--- src/rtl/ascon_perm_sched_pkg.sv ---
// Shared constants, FSM encoding and round-constant helper for the Ascon
// permutation round scheduler.
package ascon_perm_sched_pkg;
  localparam int X_SIZE     = 64;
  localparam int STATE_W    = 320;
  localparam int ROUNDS_A   = 12;
  localparam int ROUNDS_B   = 6;
  localparam int ROUNDS_MAX = 12;
  localparam int N_REQ      = 2;

  typedef enum logic [1:0] {
    S_IDLE = 2'd0,
    S_RUN  = 2'd1,
    S_HOLD = 2'd2
  } fsm_e;

  // c_r = {4'hF - idx, idx}; no wrap for idx 0..11
  function automatic logic [7:0] round_const(input logic [3:0] idx);
    return 8'hF0 - {idx, 4'h0} + {4'h0, idx};
  endfunction
endpackage

--- src/rtl/ascon_perm_sched_if.sv ---
// Request/response bundle between the mode controller and the round scheduler.
interface ascon_perm_sched_if;
  import ascon_perm_sched_pkg::*;

  logic [N_REQ-1:0]   req_valid;
  logic [N_REQ-1:0]   req_ready;
  logic [STATE_W-1:0] req_state0;
  logic [STATE_W-1:0] req_state1;
  logic [3:0]         req_rounds0;
  logic [3:0]         req_rounds1;
  logic               rsp_valid;
  logic               rsp_ready;
  logic [STATE_W-1:0] rsp_state;
  logic               rsp_id;
  logic               busy;

  modport master (
    output req_valid, req_state0, req_state1, req_rounds0, req_rounds1, rsp_ready,
    input  req_ready, rsp_valid, rsp_state, rsp_id, busy
  );

  modport slave (
    input  req_valid, req_state0, req_state1, req_rounds0, req_rounds1, rsp_ready,
    output req_ready, rsp_valid, rsp_state, rsp_id, busy
  );
endinterface

--- src/rtl/ascon_perm_sched_p.sv ---
// Single Ascon round: constant addition into x2, 5-bit S-box layer, linear layer.
module ascon_p
  import ascon_perm_sched_pkg::*;
(
  input  logic [STATE_W-1:0] i_state,
  input  logic [7:0]         i_cr,
  output logic [STATE_W-1:0] o_state
);
  function automatic logic [X_SIZE-1:0] rotr(input logic [X_SIZE-1:0] x, input int k);
    return (x >> k) | (x << (X_SIZE - k));
  endfunction

  logic [X_SIZE-1:0] w_x0, w_x1, w_x2, w_x3, w_x4;
  logic [X_SIZE-1:0] w_a0, w_a2, w_a4;
  logic [X_SIZE-1:0] w_b0, w_b1, w_b2, w_b3, w_b4;
  logic [X_SIZE-1:0] w_c0, w_c1, w_c2, w_c3, w_c4;

  assign w_x0 = i_state[0*X_SIZE +: X_SIZE];
  assign w_x1 = i_state[1*X_SIZE +: X_SIZE];
  assign w_x2 = i_state[2*X_SIZE +: X_SIZE] ^ {{(X_SIZE-8){1'b0}}, i_cr};
  assign w_x3 = i_state[3*X_SIZE +: X_SIZE];
  assign w_x4 = i_state[4*X_SIZE +: X_SIZE];

  // bitsliced S-box: pre-mix, chi, post-mix
  assign w_a0 = w_x0 ^ w_x4;
  assign w_a2 = w_x2 ^ w_x1;
  assign w_a4 = w_x4 ^ w_x3;

  assign w_b0 = w_a0 ^ (~w_x1 & w_a2);
  assign w_b1 = w_x1 ^ (~w_a2 & w_x3);
  assign w_b2 = w_a2 ^ (~w_x3 & w_a4);
  assign w_b3 = w_x3 ^ (~w_a4 & w_a0);
  assign w_b4 = w_a4 ^ (~w_a0 & w_x1);

  assign w_c0 = w_b0 ^ w_b4;
  assign w_c1 = w_b1 ^ w_b0;
  assign w_c2 = ~w_b2;
  assign w_c3 = w_b3 ^ w_b2;
  assign w_c4 = w_b4;

  assign o_state[0*X_SIZE +: X_SIZE] = w_c0 ^ rotr(w_c0, 19) ^ rotr(w_c0, 28);
  assign o_state[1*X_SIZE +: X_SIZE] = w_c1 ^ rotr(w_c1, 61) ^ rotr(w_c1, 39);
  assign o_state[2*X_SIZE +: X_SIZE] = w_c2 ^ rotr(w_c2,  1) ^ rotr(w_c2,  6);
  assign o_state[3*X_SIZE +: X_SIZE] = w_c3 ^ rotr(w_c3, 10) ^ rotr(w_c3, 17);
  assign o_state[4*X_SIZE +: X_SIZE] = w_c4 ^ rotr(w_c4,  7) ^ rotr(w_c4, 41);
endmodule

--- src/rtl/ascon_perm_sched.sv ---
// Round scheduler/arbiter: owns the 320-bit working state, grants one of two
// requesters round-robin and runs one ascon_p round per cycle.
module ascon_perm_sched
  import ascon_perm_sched_pkg::*;
(
  input  logic               clk,
  input  logic               rst_n,
  ascon_perm_sched_if.slave  bus
);
  fsm_e               r_fsm, w_fsm_nxt;
  logic [STATE_W-1:0] r_state, w_round_out, w_req_state;
  logic [3:0]         r_idx, w_n, w_n_eff;
  logic [7:0]         w_cr;
  logic               r_id, r_last, r_busy, r_rsp_valid;
  logic               w_win, w_accept;

  // tie goes to whoever was not granted last; otherwise the lone valid wins
  assign w_win    = (&bus.req_valid) ? ~r_last : bus.req_valid[1];
  assign w_accept = (r_fsm == S_IDLE) && (|bus.req_valid);

  assign bus.req_ready = w_accept ? (w_win ? 2'b10 : 2'b01) : 2'b00;

  assign w_n         = w_win ? bus.req_rounds1 : bus.req_rounds0;
  assign w_n_eff     = (w_n > 4'(ROUNDS_MAX)) ? 4'(ROUNDS_MAX) : w_n;
  assign w_req_state = w_win ? bus.req_state1 : bus.req_state0;
  assign w_cr        = round_const(r_idx);

  ascon_p u_round (
    .i_state (r_state),
    .i_cr    (w_cr),
    .o_state (w_round_out)
  );

  always_comb begin
    w_fsm_nxt = r_fsm;
    case (r_fsm)
      S_IDLE: if (w_accept) w_fsm_nxt = (w_n == 4'd0) ? S_HOLD : S_RUN;
      S_RUN:  if (r_idx == 4'd11) w_fsm_nxt = S_HOLD;
      S_HOLD: if (r_rsp_valid && bus.rsp_ready) w_fsm_nxt = S_IDLE;
      default: w_fsm_nxt = S_IDLE;
    endcase
  end

  always_ff @(posedge clk or negedge rst_n) begin
    if (!rst_n) begin
      r_fsm       <= S_IDLE;
      r_state     <= '0;
      r_idx       <= '0;
      r_id        <= 1'b0;
      r_last      <= 1'b1;
      r_busy      <= 1'b0;
      r_rsp_valid <= 1'b0;
    end else begin
      r_fsm  <= w_fsm_nxt;
      r_busy <= (w_fsm_nxt != S_IDLE);
      // IDLE->HOLD (n = 0) still costs one cycle before the response shows
      r_rsp_valid <= (w_fsm_nxt == S_HOLD) && (r_fsm != S_IDLE);
      case (r_fsm)
        S_IDLE: if (w_accept) begin
          r_state <= w_req_state;
          r_id    <= w_win;
          r_last  <= w_win;
          r_idx   <= 4'd12 - w_n_eff;
        end
        S_RUN: begin
          r_state <= w_round_out;
          if (r_idx != 4'd11) r_idx <= r_idx + 4'd1;
        end
        default: ;
      endcase
    end
  end

  assign bus.rsp_valid = r_rsp_valid;
  assign bus.rsp_state = r_state;
  assign bus.rsp_id    = r_id;
  assign bus.busy      = r_busy;
endmodule

--- src/flat_wrapper.sv ---
// flat-port wrapper written by rule: the top's interface ports become plain ports
module ascon_perm_sched_flat import ascon_perm_sched_pkg::*;
  (clk, rst_n, bus_req_valid, bus_req_state0, bus_req_state1, bus_req_rounds0, bus_req_rounds1, bus_rsp_ready, bus_req_ready, bus_rsp_valid, bus_rsp_state, bus_rsp_id, bus_busy);
  ascon_perm_sched_if bus_i ();
  input  logic clk;
  input  logic rst_n;
  input wire logic [$bits(bus_i.req_valid)-1:0] bus_req_valid;
  input wire logic [$bits(bus_i.req_state0)-1:0] bus_req_state0;
  input wire logic [$bits(bus_i.req_state1)-1:0] bus_req_state1;
  input wire logic [$bits(bus_i.req_rounds0)-1:0] bus_req_rounds0;
  input wire logic [$bits(bus_i.req_rounds1)-1:0] bus_req_rounds1;
  input wire logic [$bits(bus_i.rsp_ready)-1:0] bus_rsp_ready;
  output wire logic [$bits(bus_i.req_ready)-1:0] bus_req_ready;
  output wire logic [$bits(bus_i.rsp_valid)-1:0] bus_rsp_valid;
  output wire logic [$bits(bus_i.rsp_state)-1:0] bus_rsp_state;
  output wire logic [$bits(bus_i.rsp_id)-1:0] bus_rsp_id;
  output wire logic [$bits(bus_i.busy)-1:0] bus_busy;
  assign bus_i.req_valid = bus_req_valid;
  assign bus_i.req_state0 = bus_req_state0;
  assign bus_i.req_state1 = bus_req_state1;
  assign bus_i.req_rounds0 = bus_req_rounds0;
  assign bus_i.req_rounds1 = bus_req_rounds1;
  assign bus_i.rsp_ready = bus_rsp_ready;
  assign bus_req_ready = bus_i.req_ready;
  assign bus_rsp_valid = bus_i.rsp_valid;
  assign bus_rsp_state = bus_i.rsp_state;
  assign bus_rsp_id = bus_i.rsp_id;
  assign bus_busy = bus_i.busy;
  ascon_perm_sched u_core (.clk(clk), .rst_n(rst_n), .bus(bus_i));
endmodule
--- config.mk ---
export PLATFORM = sky130hd
export DESIGN_NAME = ascon_perm_sched_flat
export DESIGN_NICKNAME = d
export VERILOG_FILES = /design/src/rtl/ascon_perm_sched_pkg.sv /design/src/rtl/ascon_perm_sched_if.sv /design/src/rtl/ascon_perm_sched_p.sv /design/src/rtl/ascon_perm_sched.sv /design/src/flat_wrapper.sv
export SDC_FILE = /design/constraint.sdc
export NUM_CORES = 2
export LEC_CHECK = 0
export CAP_MARGIN = 15
export CORE_AREA = 2 2 383 385
export DETAILED_ROUTE_END_ITERATION = 8
export DIE_AREA = 0 0 385 387
export GPL_TIMING_DRIVEN = 0
export PLACE_DENSITY_LB_ADDON = 0.08
export SYNTH_ARGS = -nofsm -noshare
export SYNTH_HDL_FRONTEND = slang
export SYNTH_SLANG_ARGS = --single-unit
--- constraint.sdc ---
create_clock -name clk -period 2.4 [get_ports clk]
set_input_delay 0.48 -clock clk [delete_from_list [all_inputs] [get_ports clk]]
set_output_delay 0.48 -clock clk [all_outputs]
set_load 0.05 [all_outputs]
==> impl_results.md <==
* Synthesis Warnings at 0
* Crit path buf inv count at 4
* TritonCTS Sinks at 330
* Worst slew pin tran at 0.8935 ns
* Total routed wirelength at 250.6 mm
* Die span in y at 387 um
* Maximum number of buffers from clock root to sink at 3
* Setup Crit Path Kind: flip-flop to primary output
* Total die area at 149000 sq um
* Post-DP HPWL at 213.1 mm
* Initial antenna violation count at 13
* CTS Buf Count at 47
* Nature of the critical path endpoint: primary output
* Slack of the critical path at -0.1304 ns
* Final min period at 2.530 ns
* Post-Syn Instances at 3924
* Largest net degree at the start of global routing at 99
* Post-route ant nets at 0
* Top cell family by delay on the critical path: buffers and inverters
* Setup crit start kind: flip-flop
* Slew HR at 0.4043
* Gpl congestion at 1.005
* Clk_skew at 0.03056 ns
* # port buffers at 977
* Syn Nets at 4707
* CTS tree: done
* Core area at 144900 sq um
* Row count at 140
* Avg Cell Area, Syn at 7.925 sq um
* Initial DRC count at 3150
* Status: finished with violations
* Io pins at 978
* Most used DFF post-synth: dfrtp_1
* Total Neg Setup Slack at -0.4603 ns
* Fillers at 15300
* Post-synth ARST share at 1.000
* Worst-path maximum fanout at 8
* Synth cell types at 36
* Max Cap Violations at 0
* Unrepaired setup endpoints after global routing: true
* Clk root buf: clkbuf_16
* Most frequent cells in the layout: nand2_1, clkdlybuf4s50_1, xnor2_1
* Failing checks: setup timing
* Post-synthesis sequential area ratio at 0.2656
* H-Tree Depth at 2
* Layout cells sized above 1 at 0.1823
* Wire per inst at 35.41 um
* Drt pass-1 iters at 5
* Vias in the first global route at 34330
* Delay of the slowest critical-path stage at 0.44 ns
* Syn-to-layout area delta at 67.11%
* Max Clk Rate at 395.2 MHz
* Critical path cell sequence: nor2_4, o21ai_4, clkbuf_16, buf_12, clkbuf_16, nor2_4, buf_8
* Crit share post-route at 1.054
* CP Data Required Time at 1.92 ns
* # setup viols final at 13
* Slew Viols, Final at 0
* GRT Total Usage at 0.3255
* DRC at 0
* FF+latch count, synth at 330
* Crit path max-delay cell type: dfrtp_2
* Initial cell density of the core at 0.2147
* Layout Nets at 5901
* Detailed-route via count at 34700
* EDFF count, synth at 0
* Reg clk slew, reported paths at 0.06 ns
* Most common cell after layout, fill and taps aside: nand2_1
* Hold Violations, Final at 0
* Vias/cell at 4.902
* Hold Crit Class: input port to async pin
* Die width at 385 um
* Post-Syn Area at 31100 sq um
* Clk_lat worst skew at 0.67 ns
* First-pass GRT wire length at 323.1 mm
* Gr ovfl total at 0
* CP arrival at 2.05 ns
## area by class of cell
| cell class | count | area, sq um | share of cell area |
|---|---|---|---|
| antenna | 9 | 22.52 | 0.0004334 |
| buffer | 184 | 1224 | 0.02355 |
| clock buffer | 73 | 1415 | 0.02723 |
| clock inverter | 10 | 67.56 | 0.001300 |
| inverter | 192 | 720.7 | 0.01387 |
| multi-input combinational | 3215 | 26560 | 0.5111 |
| sequential | 330 | 8284 | 0.1594 |
| tap | 1917 | 2399 | 0.04616 |
| timing repair buffer | 1148 | 11270 | 0.2169 |
## layer usage
layer,vias to the layer above,part of all wire,wire length (um),GRT usage
met1,17490,0.41,103600,0.4178
met2,1609,0.46,115800,0.5340
met3,319,0.079,19790,0.06714
met4,6,0.045,11360,0.1213
li1,15280,-,-,-
met5,-,0.00014,36,0
## cells in the mapped netlist (2+ instances only)
cell type / number / share of area
xor2_1: 313 / 0.088
xnor3_1: 5 / 0.0036
a2bb2oi_1: 5 / 0.0014
buf_2: 42 / 0.0068
mux2i_1: 21 / 0.0068
maj3_1: 60 / 0.019
xnor2_2: 8 / 0.0042
nor3_1: 2 / 0.00032
a21oi_1: 552 / 0.089
inv_1: 192 / 0.023
a31oi_1: 2 / 0.00040
xnor2_1: 831 / 0.23
buf_1: 22 / 0.0027
a221o_1: 97 / 0.031
nand3_1: 4 / 0.00064
dfrtp_1: 329 / 0.26
a22oi_1: 2 / 0.00048
nand2_1: 760 / 0.092
o21ai_0: 268 / 0.043
clkbuf_1: 123 / 0.015
nor2_1: 140 / 0.017
a21o_1: 3 / 0.00072
ha_1: 130 / 0.052
## worst register-to-register path, delay by kind of cell, from the launching register on
| kind | cells | cell delay [ns] |
|---|---|---|
| compound gates | 1 | 0.24 |
| xor+xnor | 3 | 1.21 |
| fa+ha+maj | 1 | 0.38 |
| buf+inv | 1 | 0.11 |
| flops | 1 | 0.47 |
## registers in the layout, indices dropped and copies added (netlist names)
name and cells:
u_core.bus.rsp_state 320, u_core.r_idx 4, u_core.r_fsm 2, u_core.bus.busy 1, u_core.bus.rsp_id 1, u_core.bus.rsp_valid 1, u_core.r_last 1
## per-stage QoR
stage / instance area [sq um] / setup slack [ns] / utilization / instances / hold WS, ns
after detailed placement: 43630 / -2.031 / 0.3012 / 6840 / 0.2641
after CTS: 50000 / -0.3314 / 0.3452 / 7007 / 0.2212
after global placement: 43280 / -16.87 / 0.2988 / 6818 / 0.4715
after floorplan: 31100 / 0.08557 / - / 3924 / 0.1844
final: 51970 / -0.1304 / 0.3587 / 7078 / 0.2387
after global routing: 51940 / -0.1724 / 0.3586 / 7069 / 0.2432
## path summary, 6_finish.rpt
check | from | endpoint | slack [ns] | cells past startpoint
hold reg to reg | u_core.bus.rsp_id | u_core.bus.rsp_id | 0.51 | 1
max in group asynchronous | rst_n | u_core.bus.rsp_state[274] | 0.82 | 4
min in group clk | bus_req_valid[1] | u_core.r_last | 0.38 | 3
setup reg to reg | u_core.bus.rsp_state[244] | u_core.bus.rsp_state[301] | -0.06 | 6
hold / removal | rst_n | u_core.bus.rsp_state[183] | 0.24 | 2
setup / recovery | u_core.r_fsm[0] | bus_req_ready[0] | -0.13 | 7
## logic make-up (layout without fill, tap and decap cells)
kind of cell,after synthesis,count (layout),synth area share
DFF,330,330,0.2656
AOI/OAI and AO/OA,935,935,0.1677
other,0,9,0
adders and majority gates,190,190,0.07162
muxes,21,21,0.006759
xor gates and xnor gates,1157,1157,0.3300
and+or+nand+nor,912,912,0.1109
buffers and inverters,379,1607,0.04744
## what timing repair did
action                                  4_1_cts  5_1_grt
gates resized for setup                    1021      289
hold buffers                                  1        0
buffers inserted                             86       64
endpoints found under the setup margin      649      258
hold endpoints to repair                     93        0
pin swaps                                    62       58
Power is left out: the tool's default activity adds up to more than one toggle a clock period on the data nets, which glitch-free logic cannot reach.
